===== src/rtl/id_ex_pipe_reg_pkg.sv =====
// Shared widths and the packed E-stage control bundle layout for the RV32I pipeline.
// The bundle field offsets are fixed; downstream code indexes the bundle with them.
package riscv_pipe_pkg;

   localparam int RESULTSRC_W = 2;
   localparam int BRANCH_W    = 2;
   localparam int ALUCTRL_W   = 3;
   localparam int FUNCT3_W    = 3;

   // Bit offsets within the control bundle, LSB first. Do not reorder.
   localparam int CTRL_REGWRITE  = 0;
   localparam int CTRL_MEMWRITE  = 1;
   localparam int CTRL_JUMP      = 2;
   localparam int CTRL_ALUSRC    = 3;
   localparam int CTRL_SELADDER  = 4;
   localparam int CTRL_RESULTSRC = 5;
   localparam int CTRL_BRANCH    = CTRL_RESULTSRC + RESULTSRC_W;
   localparam int CTRL_ALUCTRL   = CTRL_BRANCH + BRANCH_W;
   localparam int CTRL_FUNCT3    = CTRL_ALUCTRL + ALUCTRL_W;
   localparam int CTRL_W         = CTRL_FUNCT3 + FUNCT3_W;

   localparam logic [CTRL_W-1:0] CTRL_NOP = '0;

   // Strip the fields that change architectural state (register write, store, jump, branch).
   function automatic logic [CTRL_W-1:0] ctrl_kill_effects(input logic [CTRL_W-1:0] c);
      logic [CTRL_W-1:0] r;
      r = c;
      r[CTRL_REGWRITE]             = 1'b0;
      r[CTRL_MEMWRITE]             = 1'b0;
      r[CTRL_JUMP]                 = 1'b0;
      r[CTRL_BRANCH +: BRANCH_W]   = '0;
      return r;
   endfunction

endpackage


===== src/rtl/id_ex_pipe_reg_en_clr.sv =====
// Generic synchronous register: rst and clr both zero it (clr beats en), en loads d.
module pipe_reg_en_clr
   import riscv_pipe_pkg::*;
#(
   parameter int WIDTH = 1
) (
   input  logic             clk,
   input  logic             rst,
   input  logic             clr,
   input  logic             en,
   input  logic [WIDTH-1:0] d,
   output logic [WIDTH-1:0] q
);

   always_ff @(posedge clk) begin
      if (rst || clr) begin
         q <= '0;
      end else if (en) begin
         q <= d;
      end
   end

endmodule


===== src/rtl/id_ex_pipe_reg.sv =====
// ID/EX pipeline register with flush (bubble) and stall (hold), plus a per-stage valid bit.
// Define ID_EX_BUBBLE_CNT_EN to count loaded bubbles on BubbleCntE; otherwise it reads 0.
module id_ex_pipe_reg
   import riscv_pipe_pkg::*;
#(
   parameter int XLEN   = 32,
   parameter int REG_AW = 5
) (
   input  logic                   clk,
   input  logic                   rst,
   input  logic                   StallE,
   input  logic                   FlushE,
   input  logic                   ValidD,
   input  logic                   RegWriteD,
   input  logic                   MemWriteD,
   input  logic                   JumpD,
   input  logic                   ALUSrcD,
   input  logic                   sel_adderD,
   input  logic [RESULTSRC_W-1:0] ResultSrcD,
   input  logic [BRANCH_W-1:0]    BranchD,
   input  logic [ALUCTRL_W-1:0]   ALUControlD,
   input  logic [FUNCT3_W-1:0]    funct3D,
   input  logic [XLEN-1:0]        RD1D,
   input  logic [XLEN-1:0]        RD2D,
   input  logic [XLEN-1:0]        PCD,
   input  logic [XLEN-1:0]        PCPlus4D,
   input  logic [XLEN-1:0]        ImmExtD,
   input  logic [REG_AW-1:0]      Rs1D,
   input  logic [REG_AW-1:0]      Rs2D,
   input  logic [REG_AW-1:0]      RdD,
   output logic                   RegWriteE,
   output logic                   MemWriteE,
   output logic                   JumpE,
   output logic                   ALUSrcE,
   output logic                   sel_adderE,
   output logic [RESULTSRC_W-1:0] ResultSrcE,
   output logic [BRANCH_W-1:0]    BranchE,
   output logic [ALUCTRL_W-1:0]   ALUControlE,
   output logic [FUNCT3_W-1:0]    funct3E,
   output logic [XLEN-1:0]        RD1E,
   output logic [XLEN-1:0]        RD2E,
   output logic [XLEN-1:0]        PCE,
   output logic [XLEN-1:0]        PCPlus4E,
   output logic [XLEN-1:0]        ImmExtE,
   output logic [REG_AW-1:0]      Rs1E,
   output logic [REG_AW-1:0]      Rs2E,
   output logic [REG_AW-1:0]      RdE,
   output logic                   ValidE,
   output logic [31:0]            BubbleCntE
);

   localparam int DATA_W = 5 * XLEN + 3 * REG_AW;

   logic [CTRL_W-1:0] ctrl_d, ctrl_ld, ctrl_q;
   logic [DATA_W-1:0] data_d, data_q;

   always_comb begin
      ctrl_d                                 = CTRL_NOP;
      ctrl_d[CTRL_REGWRITE]                  = RegWriteD;
      ctrl_d[CTRL_MEMWRITE]                  = MemWriteD;
      ctrl_d[CTRL_JUMP]                      = JumpD;
      ctrl_d[CTRL_ALUSRC]                    = ALUSrcD;
      ctrl_d[CTRL_SELADDER]                  = sel_adderD;
      ctrl_d[CTRL_RESULTSRC +: RESULTSRC_W]  = ResultSrcD;
      ctrl_d[CTRL_BRANCH +: BRANCH_W]        = BranchD;
      ctrl_d[CTRL_ALUCTRL +: ALUCTRL_W]      = ALUControlD;
      ctrl_d[CTRL_FUNCT3 +: FUNCT3_W]        = funct3D;
   end

   // An invalid D-stage slot may carry stale controls; never let it commit anything.
   assign ctrl_ld = ValidD ? ctrl_d : ctrl_kill_effects(ctrl_d);
   assign data_d  = {RD1D, RD2D, PCD, PCPlus4D, ImmExtD, Rs1D, Rs2D, RdD};

   pipe_reg_en_clr #(.WIDTH(CTRL_W)) u_ctrl (
      .clk (clk),
      .rst (rst),
      .clr (FlushE),
      .en  (~StallE),
      .d   (ctrl_ld),
      .q   (ctrl_q)
   );

   pipe_reg_en_clr #(.WIDTH(DATA_W)) u_data (
      .clk (clk),
      .rst (rst),
      .clr (FlushE),
      .en  (~StallE),
      .d   (data_d),
      .q   (data_q)
   );

   assign RegWriteE   = ctrl_q[CTRL_REGWRITE];
   assign MemWriteE   = ctrl_q[CTRL_MEMWRITE];
   assign JumpE       = ctrl_q[CTRL_JUMP];
   assign ALUSrcE     = ctrl_q[CTRL_ALUSRC];
   assign sel_adderE  = ctrl_q[CTRL_SELADDER];
   assign ResultSrcE  = ctrl_q[CTRL_RESULTSRC +: RESULTSRC_W];
   assign BranchE     = ctrl_q[CTRL_BRANCH +: BRANCH_W];
   assign ALUControlE = ctrl_q[CTRL_ALUCTRL +: ALUCTRL_W];
   assign funct3E     = ctrl_q[CTRL_FUNCT3 +: FUNCT3_W];

   assign {RD1E, RD2E, PCE, PCPlus4E, ImmExtE, Rs1E, Rs2E, RdE} = data_q;

   always_ff @(posedge clk) begin
      if (rst || FlushE) begin
         ValidE <= 1'b0;
      end else if (!StallE) begin
         ValidE <= ValidD;
      end
   end

`ifdef ID_EX_BUBBLE_CNT_EN
   logic [31:0] bubble_cnt_q;
   logic        bubble_ld;

   assign bubble_ld = FlushE || (!StallE && !ValidD);

   // Saturating: a stuck-high flush must not wrap the count back to a small value.
   always_ff @(posedge clk) begin
      if (rst) begin
         bubble_cnt_q <= '0;
      end else if (bubble_ld && (bubble_cnt_q != 32'hFFFF_FFFF)) begin
         bubble_cnt_q <= bubble_cnt_q + 32'd1;
      end
   end

   assign BubbleCntE = bubble_cnt_q;
`else
   assign BubbleCntE = 32'd0;
`endif

endmodule

===== config.mk =====
export PLATFORM = sky130hd
export DESIGN_NAME = id_ex_pipe_reg
export DESIGN_NICKNAME = d
export VERILOG_FILES = /design/src/rtl/id_ex_pipe_reg_pkg.sv /design/src/rtl/id_ex_pipe_reg_en_clr.sv /design/src/rtl/id_ex_pipe_reg.sv
export SDC_FILE = /design/constraint.sdc
export NUM_CORES = 1
export LEC_CHECK = 0
export CORE_ASPECT_RATIO = 0.5
export CORE_MARGIN = 2
export CORE_UTILIZATION = 34
export DETAILED_ROUTE_END_ITERATION = 8
export PLACE_DENSITY_LB_ADDON = 0.12
export SETUP_SLACK_MARGIN = 0.15
export SLEW_MARGIN = 5
export SYNTH_ARGS = -nofsm -noshare
export SYNTH_HDL_FRONTEND = slang
export SYNTH_SLANG_ARGS = --single-unit

===== constraint.sdc =====
create_clock -name clk -period 1 [get_ports clk]
set_input_delay 0.25 -clock clk [delete_from_list [all_inputs] [get_ports clk]]
set_output_delay 0.25 -clock clk [all_outputs]
set_load 0.01 [all_outputs]

== Yosys cells after proc, flatten, opt, wreduce, memory -nomap -nowiden ==
Cells that the tools add are included.

* Register bits: 191
* Input bits: 195
* Output and inout bits: 223
* Word-level logic and storage cells: 5

* Mux-type cells: 1
* Reductions and logical operators: 1

{| class="wikitable"
|+ Operators by type and width
! cell !! count
|-
| two-way mux 9 bit || 1
|-
| logical OR 1 bit || 1
|}

== Depth between registers and ports, before layout ==
Gate-level depths: netlist of run 1.

* Word-level depth: 1
* Mapped depth: 5
* Depth with buffers taken out: 2

== Cells and area by module ==
From an unflattened synthesis of run 1, not the netlist that was laid out.

* Cell total of the unflattened synthesis: 658
* Area, all modules: 7,215.7 um2

{| class="wikitable"
|+ Modules (own cells, without submodules)
! module !! times used !! cells an instance !! area each (um2) !! sequential area each (um2)
|-
| pipe_reg_en_clr at u_data || 1 || 566 || 6,338.6 || 3,503.4
|-
| pipe_reg_en_clr at u_ctrl || 1 || 50 || 558.0 || 300.3
|-
| id_ex_pipe_reg || 1 || 42 || 319.1 || 20.0
|}

== Worst setup path before layout of run 1 ==
No wires, ideal clock.

* Path kind: input port to flip-flop
* From: input StallE
* To: register u_data.q[46]
* Library setup time: 128 ps
* Data arrival time: 890 ps
* Required time: 872 ps
* Setup slack: -18 ps
* Stages: 5
* Path buffers: 3
* Path through: buf_4 > buf_8 > buf_6 > mux2i_1 > nor2_1

{| class="wikitable"
|+ RTL lines
! item !! line !! source
|-
| start, declared || id_ex_pipe_reg.sv:11 || <nowiki>input logic StallE,</nowiki>
|-
| end signal, assigned || id_ex_pipe_reg_en_clr.sv:17 || <nowiki>q <= '0;</nowiki>
|-
| end signal, assigned || id_ex_pipe_reg_en_clr.sv:19 || <nowiki>q <= d;</nowiki>
|-
| end, declared || id_ex_pipe_reg_en_clr.sv:12 || <nowiki>output logic [WIDTH-1:0] q</nowiki>
|}

== Final worst setup path of run 1 ==
* From: register u_data.q[6]
* To: output Rs2E[1]

{| class="wikitable"
|+ RTL lines
! item !! line !! source
|-
| end, declared || id_ex_pipe_reg.sv:46 || <nowiki>output logic [REG_AW-1:0] Rs2E,</nowiki>
|}

No word-level cell between the ends.

==> results of run 1 <==
[worst min-delay path by stage]
stage / start / to / slack [ns] / depth (start not counted)
6_report: StallE / u_ctrl.q[0]$_SDFFE_PP0N_ / 0.37 / 4
2_1_floorplan: ValidD / ValidE$_SDFFE_PP0N_ / 0.39 / 2
5_1_grt: StallE / u_ctrl.q[7]$_SDFFE_PP0N_ / 0.37 / 4
3_3_place_gp: u_ctrl.q[1]$_SDFFE_PP0N_ / u_ctrl.q[1]$_SDFFE_PP0N_ / 0.45 / 2
3_5_place_dp: u_ctrl.q[8]$_SDFFE_PP0N_ / u_ctrl.q[8]$_SDFFE_PP0N_ / 0.46 / 2
4_1_cts: StallE / u_ctrl.q[2]$_SDFFE_PP0N_ / 0.34 / 4
[repair_timing]
action,4_1_cts,5_1_grt
buffers inserted,6,3
resized for setup,1164,20
setup endpoints to repair,382,252
pin swaps,2,3
cloned,3,10
[Yosys cell counts (all sizes together)]
cell | instances | area, µm²
a21oi | 5 | 25.0
buf | 61 | 488
clkbuf | 14 | 52.6
conb | 1 | 3.75
dfxtp | 191 | 3820
mux2i | 186 | 1860
nand2 | 5 | 18.8
nand3b | 5 | 37.5
nor2 | 186 | 698
or2 | 1 | 6.26
[cell families (layout without fill, tap and decap cells)]
group / count (synthesis) / count (layout)
AND/OR/NAND/NOR: 197 / 200
flip-flops: 191 / 191
multiplexers: 186 / 186
buffers and inverters: 75 / 465
AO/OA/AOI/OAI: 5 / 5
other: 1 / 32
[metrics by stage]
step	area, µm²	utilization	total power, mW
after floorplan	7190	-	9.29
after global placement	11100	0.547	10.6
after detailed placement	11100	0.547	10.6
after CTS	12300	0.604	17.5
after global routing	12600	0.617	18.1
final	12600	0.617	17.4
[per-layer routing]
metal / track usage / share of wire / vias to the layer above
met2: 0.341 / 0.53 / 166
met3: 0.0548 / 0.054 / 15
met1: 0.205 / 0.41 / 2813
met4: 0.0449 / 0.010 / 0
li1: - / - / 2914
met5: 0 / 0 / -
[flip-flops by register name, indices dropped and copies added, names as in the netlist]
| register | cells |
|---|---|
| u_ctrl.q | 15 |
| u_data.q | 175 |
| ValidE | 1 |
[worst register-to-register path, cell delays in order, from the launching register on]
cell and delay, ns:
dfxtp_2 0.33, buf_4 0.12, buf_4 0.12, mux2i_1 0.12
nor2_1 0.06
[layout make-up]
| cell class | instances | share of cell area |
|---|---|---|
| clock buffer | 22 | 0.0369 |
| clock inverter | 10 | 0.00817 |
| sequential | 191 | 0.323 |
| multi-input combinational | 423 | 0.225 |
| tap | 273 | 0.0272 |
| timing repair buffer | 433 | 0.380 |
[power by group]
part           internal, mW  switching, mW
clock network          3.61           2.99
registers              7.90          0.173
logic                  1.70           1.00
total                  13.2           4.16
==> metrics.txt, run 1 <==
Max Transition Viols Final 0; Syn Std Cell Area 7020 µm²; Non-Filler Instances ~1400; CP startpoint u_data.q[6]$_SDFFE_PP0N_; Clock Path Buffers 2; Num CTS Buffers 17; Worst Path Required roughly 0.75 ns; Crit Path Class reg2out; Die Height 106 µm; final worst slack -0.125 ns; vias in the first global route 6004; post-synthesis simple-gate area fraction 0.108; power per standard cell area 1380 nW/µm²; storage element area 4060 µm²; fill cell count 1717; final WL between 20000 and 25000 µm; DRC Markers 0; Fin Hold WS 0.367 ns; gate count of the mapped netlist 655; Die ar. 21900 µm²; Setup crit start kind register; layout cell share with drive strength beyond 1 0.439; status finished with violations; synth unique cells 13; initial drt markers 234; GRT Overall Usage 0.183; Finish-stage setup viols 191; Syn-to-layout area delta 79.1%; initial antenna violation count 0; CP endpoint Rs2E[1]; Nets roughly 1300; die width 207 µm; Antenna Nets Post-Route 0; WP depth 1; Reg clk slew, reported paths 0.08 ns; crit-path leading delay family flip-flops; Worst path max stage delay roughly 0.35 ns; syn avg cell area 10.7 µm²; FF+latch count, synth ~190; leakage 5.69 nW; H-tree depth 4; Reg2Reg Capture Point u_data.q[64]$_SDFFE_PP0N_; Overflow after GRT 0; largest net degree at the start of global routing between 40 and 50; clk_lat worst skew 0.40 ns; worst vdd ir 1050 µV; crit end category output port; HPWL after DPL 15100 µm; DR pass1 iterations 7; RSZ-0062 raised after global routing yes; Root Driver clkbuf_16; post-synthesis mux area share 0.265; sequential cell area fraction in the yosys report 0.545; Achievable Freq 0.889 GHz; Hold Fails Final Rpt 0; period utilisation layout 1.12; n_diodes 0; r2r worst-path depth 4; worst path bufs/invs 1; Wirelength per Cell 16.1 µm; Synth Area in Compound Gates 0.00357; HP Class in2reg; hold_buf cts 0; Final Skew 0 ns; Critical Path AT approximately 0.87 ns; CTS tree built; multi-input logic area 2820 µm²; XOR/XNOR Fraction of Synth Area 0; min Tclk post-route 1.12 ns; commonest cells after routing, fill and taps aside buf_6 (194), dfxtp_2 (191), clkdlybuf4s50_1 (191), mux2i_1 (186), nor2_1 (178); main combinational cell family by area after synthesis multiplexers; via count between 5000 and 6000; Max-Cap Viols 0; largest fanout on the critical path 2; R2R Setup Slk 0.15 ns; routability cong. 0.763; TritonCTS Sinks 191; failing checks negative setup slack; first-pass GRT wire length 31900 µm; # IOs 418; critical path, cell by cell buf_6; Yosys warning count 0; setup TNS -19.36 ns; Synth Area in Adders 0; Core Area 20400 µm²; routed vias/inst about 4.4; row count 37; DP Worst Slack -0.413 ns; cell count after placement 1298; commonest non-fill, non-tap cell in the layout buf_6; initial core utilization 0.344; IO buf count roughly 390; crit path max-delay cell type dfxtp_2; worst flop-to-flop path startpoint u_data.q[64]$_SDFFE_PP0N_
Power figures use the tool's default switching activity.
==> run 2: changes to the inputs <==
--- a/config.mk
+++ b/config.mk
@@ -9,6 +9,7 @@
 export CORE_MARGIN = 2
 export CORE_UTILIZATION = 34
 export DETAILED_ROUTE_END_ITERATION = 8
+export MAX_ROUTING_LAYER = met4
 export PLACE_DENSITY_LB_ADDON = 0.12
 export SETUP_SLACK_MARGIN = 0.15
 export SLEW_MARGIN = 5
==> run 2 against run 1 <==
The flow still finishes with violations (negative setup slack). Cell count did not move. Power barely moved. Routed wire length rose by 0.19%. Sequential cell count did not move. Core utilization fell by 0.061 points. Global-route usage rose by 0.57 points. Hold slack got worse by 0.0031 ns. Largest cell class unchanged. Largest power group unchanged.
==> metrics.txt, run 2 (synthesis gave the netlist of run 1 again) <==
Hold Fails Final Rpt 0 (unchanged); GR Layer Usage met1 0.209 (was 0.205); Critical Path AT 0.87 ns (about the same); initial core utilization 0.344 (unchanged); HP Class in2reg (unchanged); die width 207 µm (unchanged); DP Worst Slack -0.413 ns (unchanged); Crit Path Class reg2out (unchanged); Finish-stage setup viols 191 (unchanged); Max Transition Viols Final 0 (unchanged); Final Skew 0 ns (unchanged); fill cell count 1720 (was 1717); Max-Cap Viols 0 (unchanged); Total Power 17.4 mW (about the same); Worst path max stage delay 0.35 ns (about the same); Combinational Power Share 0.155 (about the same); Num CTS Buffers 17 (unchanged); Clk network pwr share 0.380 (about the same); largest fanout on the critical path 2 (unchanged); sw frac 0.239 (about the same); status finished with violations (unchanged); Setup crit start kind register (unchanged); crit end category output port (unchanged); final worst slack -0.123 ns (was -0.125 ns); Seq pwr share 0.465 (about the same); storage element area 4060 µm² (unchanged); CP startpoint u_data.q[6]$_SDFFE_PP0N_ (unchanged); Largest regs u_data.q: 175 flops, u_ctrl.q: 15 flops, ValidE: 1 flops (unchanged); hold_sp StallE (unchanged); period utilisation layout 1.12 (about the same); # IOs 418 (unchanged); routed vias/inst 4.37 (about the same); DR pass1 iterations 4 (was 7); first-pass GRT wire length 31800 µm (was 31900 µm); row count 37 (unchanged); Die ar. 21900 µm² (unchanged); Core Area 20400 µm² (unchanged); worst path bufs/invs 1 (unchanged); Util after Layout 0.616 (was 0.617); failing checks negative setup slack (unchanged); multi-input logic area 2810 µm² (was 2820 µm²); GRT Overall Usage 0.189 (was 0.183); Syn-to-layout area delta 78.9% (was 79.1%); M3 GR Usage 0.0492 (was 0.0548); HPWL after DPL 15100 µm (unchanged); P_int 13.2 mW (about the same); Overflow after GRT 0 (unchanged); Largest register FFs 175 (unchanged); Die Height 106 µm (unchanged); largest reg by FF count u_data.q (unchanged); commonest cells after routing, fill and taps aside buf_6 (194), dfxtp_2 (191), clkdlybuf4s50_1 (191), mux2i_1 (186), nor2_1 (180) (was buf_6 (194), dfxtp_2 (191), clkdlybuf4s50_1 (191), mux2i_1 (186), nor2_1 (178)); initial drt markers 235 (was 234); via count 5911 (was 5908); DRC Markers 0 (unchanged); net switching power 4.16 mW (about the same); power per standard cell area 1380 nW/µm² (about the same); routability cong. 0.773 (was 0.763); Reg clk slew, reported paths 0.08 ns (about the same); RSZ-0062 raised after global routing yes (unchanged); critical path, cell by cell buf_6 (unchanged); Nets 1261 (unchanged); met2 Use GR 0.342 (was 0.341); Achievable Freq 0.891 GHz (was 0.889 GHz); min Tclk post-route 1.12 ns (about the same); leakage 5.69 nW (about the same); worst vdd ir 1060 µV (was 1050 µV); crit-path leading delay family flip-flops (unchanged); initial antenna violation count 0 (unchanged); Antenna Nets Post-Route 0 (unchanged); worst flop-to-flop path startpoint u_data.q[64]$_SDFFE_PP0N_ (unchanged); Root Driver clkbuf_16 (unchanged); n_diodes 0 (unchanged); clk_lat worst skew 0.40 ns (about the same); layout cell share with drive strength beyond 1 0.437 (was 0.439); H-tree depth 4 (unchanged); cell count after placement 1298 (unchanged); hold_buf cts 0 (unchanged); CTS tree built (unchanged); IO buf count 385 (unchanged); TritonCTS Sinks 191 (unchanged); Clock Path Buffers 2 (unchanged); largest net degree at the start of global routing 46 (unchanged); crit path max-delay cell type dfxtp_2 (unchanged); Wirelength per Cell 16.1 µm (about the same); commonest non-fill, non-tap cell in the layout buf_6 (unchanged); gr busiest metal met2 (unchanged); final WL 21800 µm (was 21700 µm); vias in the first global route 6008 (was 6004); Non-Filler Instances 1352 (unchanged); Worst Path Required 0.75 ns (about the same)
-- run 2: cell counts in the layout (fill, tap and decap cells not counted) --
Identical to the previous run, type by type.
-- run 2: repair_timing --
action / CTS / global route
buffers inserted: 6 / 3
pin swaps: 2 / 3
gates cloned: 3 / 10
setup endpoints to repair: 382 / 248
gates resized for setup: 1164 / 16
-- run 2: layer usage --
metal  part of all wire  wire (µm)  vias to the layer above
met5                  0          0                        -
met2               0.53      11600                      185
met3              0.054       1170                       17
li1                   -          -                     2912
met1               0.40       8810                     2797
met4              0.010        223                        0
-- run 2: metrics by stage --
step / cell area [µm²] / setup TNS [ns] / hold slack (ns)
2_1_floorplan: 7190 / 0 / 0.394
3_3_place_gp: 11100 / -95.74 / 0.449
3_5_place_dp: 11100 / -94.35 / 0.455
4_1_cts: 12300 / -24.31 / 0.337
5_1_grt: 12600 / -27.16 / 0.363
6_report: 12600 / -19.23 / 0.364
-- run 2: cell type report --
| class | count | share of cell area |
|---|---|---|
| Multi-Input combinational cell | 423 | 0.224 |
| Tap cell | 273 | 0.0272 |
| Timing Repair Buffer | 433 | 0.380 |
| Sequential cell | 191 | 0.324 |
| Clock buffer | 22 | 0.0370 |
| Clock inverter | 10 | 0.00817 |
-- run 2: path summary, 6_finish.rpt --
kind | end | slack, ns | cells past startpoint
min reg2reg | u_ctrl.q[8]$_SDFFE_PP0N_ | 0.47 | 2
max | Rs2E[1] | -0.12 | 1
max reg2reg | u_data.q[64]$_SDFFE_PP0N_ | 0.15 | 4
min | u_ctrl.q[0]$_SDFFE_PP0N_ | 0.36 | 4
-- run 2: power groups by stage --
stage               combinational, mW  sequential, mW  clock (mW)
global placement                 2.47            8.14           0
CTS                              2.59            8.07        6.81
floorplan                        1.03            8.26           0
finish                           2.70            8.07        6.60
detailed placement               2.49            8.15           0
global route                     2.88            8.10        7.15
==> run 3: changes to the inputs <==
--- a/config.mk
+++ b/config.mk
@@ -6,7 +6,7 @@
 export NUM_CORES = 1
 export LEC_CHECK = 0
 export CORE_ASPECT_RATIO = 0.5
-export CORE_MARGIN = 2
+export CORE_MARGIN = 1.5
 export CORE_UTILIZATION = 34
 export DETAILED_ROUTE_END_ITERATION = 8
 export MAX_ROUTING_LAYER = met4
==> run 3 against run 2 <==
The flow still finishes with violations (negative setup slack). Die area fell by 1.4%. Largest power group unchanged. Sequential cell count did not move. Via count fell by 0.64%. Core utilization rose by 1.8 points.
==> metrics.txt, run 3 (synthesis gave the netlist of run 1 again) <==
min Tclk post-route 1.13 ns (was 1.12 ns); largest fanout on the critical path 2 (unchanged); Num CTS Buffers 17 (unchanged); leakage 5.68 nW (was 5.69 nW); status finished with violations (unchanged); Syn-to-layout area delta 79.2% (was 78.9%); Antenna Nets Post-Route 0 (unchanged); hold_sp StallE (unchanged); Worst Path Required 0.75 ns (about the same); HPWL after DPL 15300 µm (was 15100 µm); Core Area 19800 µm² (was 20400 µm²); Util after Layout 0.634 (was 0.616); crit-path leading delay family flip-flops (unchanged); worst vdd ir 1060 µV (about the same); Overflow after GRT 0 (unchanged); first-pass GRT wire length 31200 µm (was 31800 µm); multi-input logic area 2860 µm² (was 2810 µm²); fill cell count 1586 (was 1720); routability cong. 0.813 (was 0.773); Reg2Reg Capture Point u_data.q[144]$_SDFFE_PP0N_ (was u_data.q[64]$_SDFFE_PP0N_); crit path max-delay cell type dfxtp_2 (unchanged); largest reg by FF count u_data.q (unchanged); Worst path max stage delay 0.35 ns (about the same); final WL 20900 µm (was 21800 µm); Clock Path Buffers 2 (unchanged); CP startpoint u_data.q[15]$_SDFFE_PP0N_ (was u_data.q[6]$_SDFFE_PP0N_); Wirelength per Cell 15.5 µm (was 16.1 µm); HP Class in2reg (unchanged); critical path, cell by cell buf_6 (unchanged); initial antenna violation count 0 (unchanged); Achievable Freq 0.884 GHz (was 0.891 GHz); initial drt markers 175 (was 235); DP Worst Slack -0.439 ns (was -0.413 ns); period utilisation layout 1.13 (was 1.12); initial core utilization 0.354 (was 0.344); die width 206 µm (was 207 µm); Setup crit start kind register (unchanged); storage element area 4060 µm² (unchanged); Die ar. 21600 µm² (was 21900 µm²); TritonCTS Sinks 191 (unchanged); routed vias/inst 4.36 (was 4.37); CP endpoint ImmExtE[0] (was Rs2E[1]); CTS tree built (unchanged); Crit Path Class reg2out (unchanged); Finish-stage setup viols 191 (unchanged); R2R Setup Slk 0.15 ns (about the same); Largest register FFs 175 (unchanged); final worst slack -0.131 ns (was -0.123 ns); Final Skew 0 ns (unchanged); power per standard cell area 1380 nW/µm² (about the same); crit end category output port (unchanged); failing checks negative setup slack (unchanged); worst path bufs/invs 1 (unchanged); Critical Path AT 0.88 ns (was 0.87 ns); Nets 1264 (was 1261); RSZ-0062 raised after global routing yes (unchanged); layout cell share with drive strength beyond 1 0.444 (was 0.437); DRC Markers 0 (unchanged); commonest cells after routing, fill and taps aside buf_6 (197), dfxtp_2 (191), clkdlybuf4s50_1 (191), mux2i_1 (185), nor2_1 (175) (was buf_6 (194), dfxtp_2 (191), clkdlybuf4s50_1 (191), mux2i_1 (186), nor2_1 (180)); r2r worst-path depth 4 (unchanged); Hold Fails Final Rpt 0 (unchanged); vias in the first global route 5837 (was 6008); largest net degree at the start of global routing 57 (was 46); # IOs 418 (unchanged); via count 5873 (was 5911); IO buf count 385 (unchanged); Max-Cap Viols 0 (unchanged); Root Driver clkbuf_16 (unchanged); commonest non-fill, non-tap cell in the layout buf_6 (unchanged); Largest regs u_data.q: 175 flops, u_ctrl.q: 15 flops, ValidE: 1 flops (unchanged); worst flop-to-flop path startpoint u_data.q[144]$_SDFFE_PP0N_ (was u_data.q[64]$_SDFFE_PP0N_); clk_lat worst skew 0.42 ns (was 0.40 ns); H-tree depth 4 (unchanged); DR pass1 iterations 4 (unchanged); Max Transition Viols Final 0 (unchanged); Reg clk slew, reported paths 0.08 ns (about the same); WP depth 1 (unchanged); row count 36 (was 37); GRT Overall Usage 0.193 (was 0.189); Die Height 105 µm (was 106 µm); n_diodes 0 (unchanged)
==> run 3: changes by cell type in the layout (fill, tap and decap cells not counted), moves of 3 or more <==
cell and delta:
buf_12 -4, nor2_2 -5, clkbuf_16 -6, buf_6 +3, nor2_4 +10, nor2_1 -5, buf_16 +3, buf_4 +10
==> run 3: how the worst min path moves through the flow <==
| stage | to | slack [ns] | cells after the start |
|---|---|---|---|
| after floorplan | ValidE$_SDFFE_PP0N_ | 0.39 | 2 |
| final | u_ctrl.q[0]$_SDFFE_PP0N_ | 0.38 | 4 |
| after detailed placement | u_ctrl.q[7]$_SDFFE_PP0N_ | 0.46 | 2 |
| after global routing | u_ctrl.q[0]$_SDFFE_PP0N_ | 0.36 | 4 |
| after CTS | u_ctrl.q[7]$_SDFFE_PP0N_ | 0.35 | 4 |
| after global placement | u_ctrl.q[7]$_SDFFE_PP0N_ | 0.45 | 2 |
==> run 3: routing by layer <==
metal / part of all wire / up-vias / track usage
met3: 0.068 / 22 / 0.0543
li1: - / 2916 / -
met5: 0 / - / -
met1: 0.39 / 2757 / 0.211
met4: 0.014 / 0 / 0.0590
met2: 0.52 / 178 / 0.340
==> run 3: area by class of cell <==
class / count / share of cell area
clock buffers: 21 / 0.0366
clock inverters: 11 / 0.00866
multi-input cells: 420 / 0.228
repair buffers: 439 / 0.377
well taps: 266 / 0.0265
flip-flops and latches: 191 / 0.323
==> run 3: tightest hold or removal path, stage by stage <==
cell and delay (ns):
buf_8 0.16, buf_4 0.21, nand2_1 0.07, a21oi_1 0.05
==> run 3: timing repair <==
item / CTS / global route
pin swaps: 11 / 7
resized for setup: 1176 / 21
hold buffers: 0 / 0
cloned: 2 / 1
buffers inserted: 9 / 7
endpoints found under the setup margin: 382 / 203
==> run 3: through the flow <==
stage	TNS [ns]	hold slack (ns)	instances	total power, mW	instance area (µm²)
floorplan	0	0.394	686	9.29	7190
global placement	-91.03	0.449	1297	10.6	11200
detailed placement	-91.45	0.456	1297	10.6	11200
CTS	-25.32	0.353	1340	17.5	12400
global route	-28.37	0.359	1348	18.1	12600
finish	-20.90	0.376	1348	17.3	12600
==> run 3: power breakdown <==
part / internal [mW] / switching [mW]
sequential: 7.90 / 0.172
combinational: 1.68 / 0.985
clock: 3.60 / 2.99
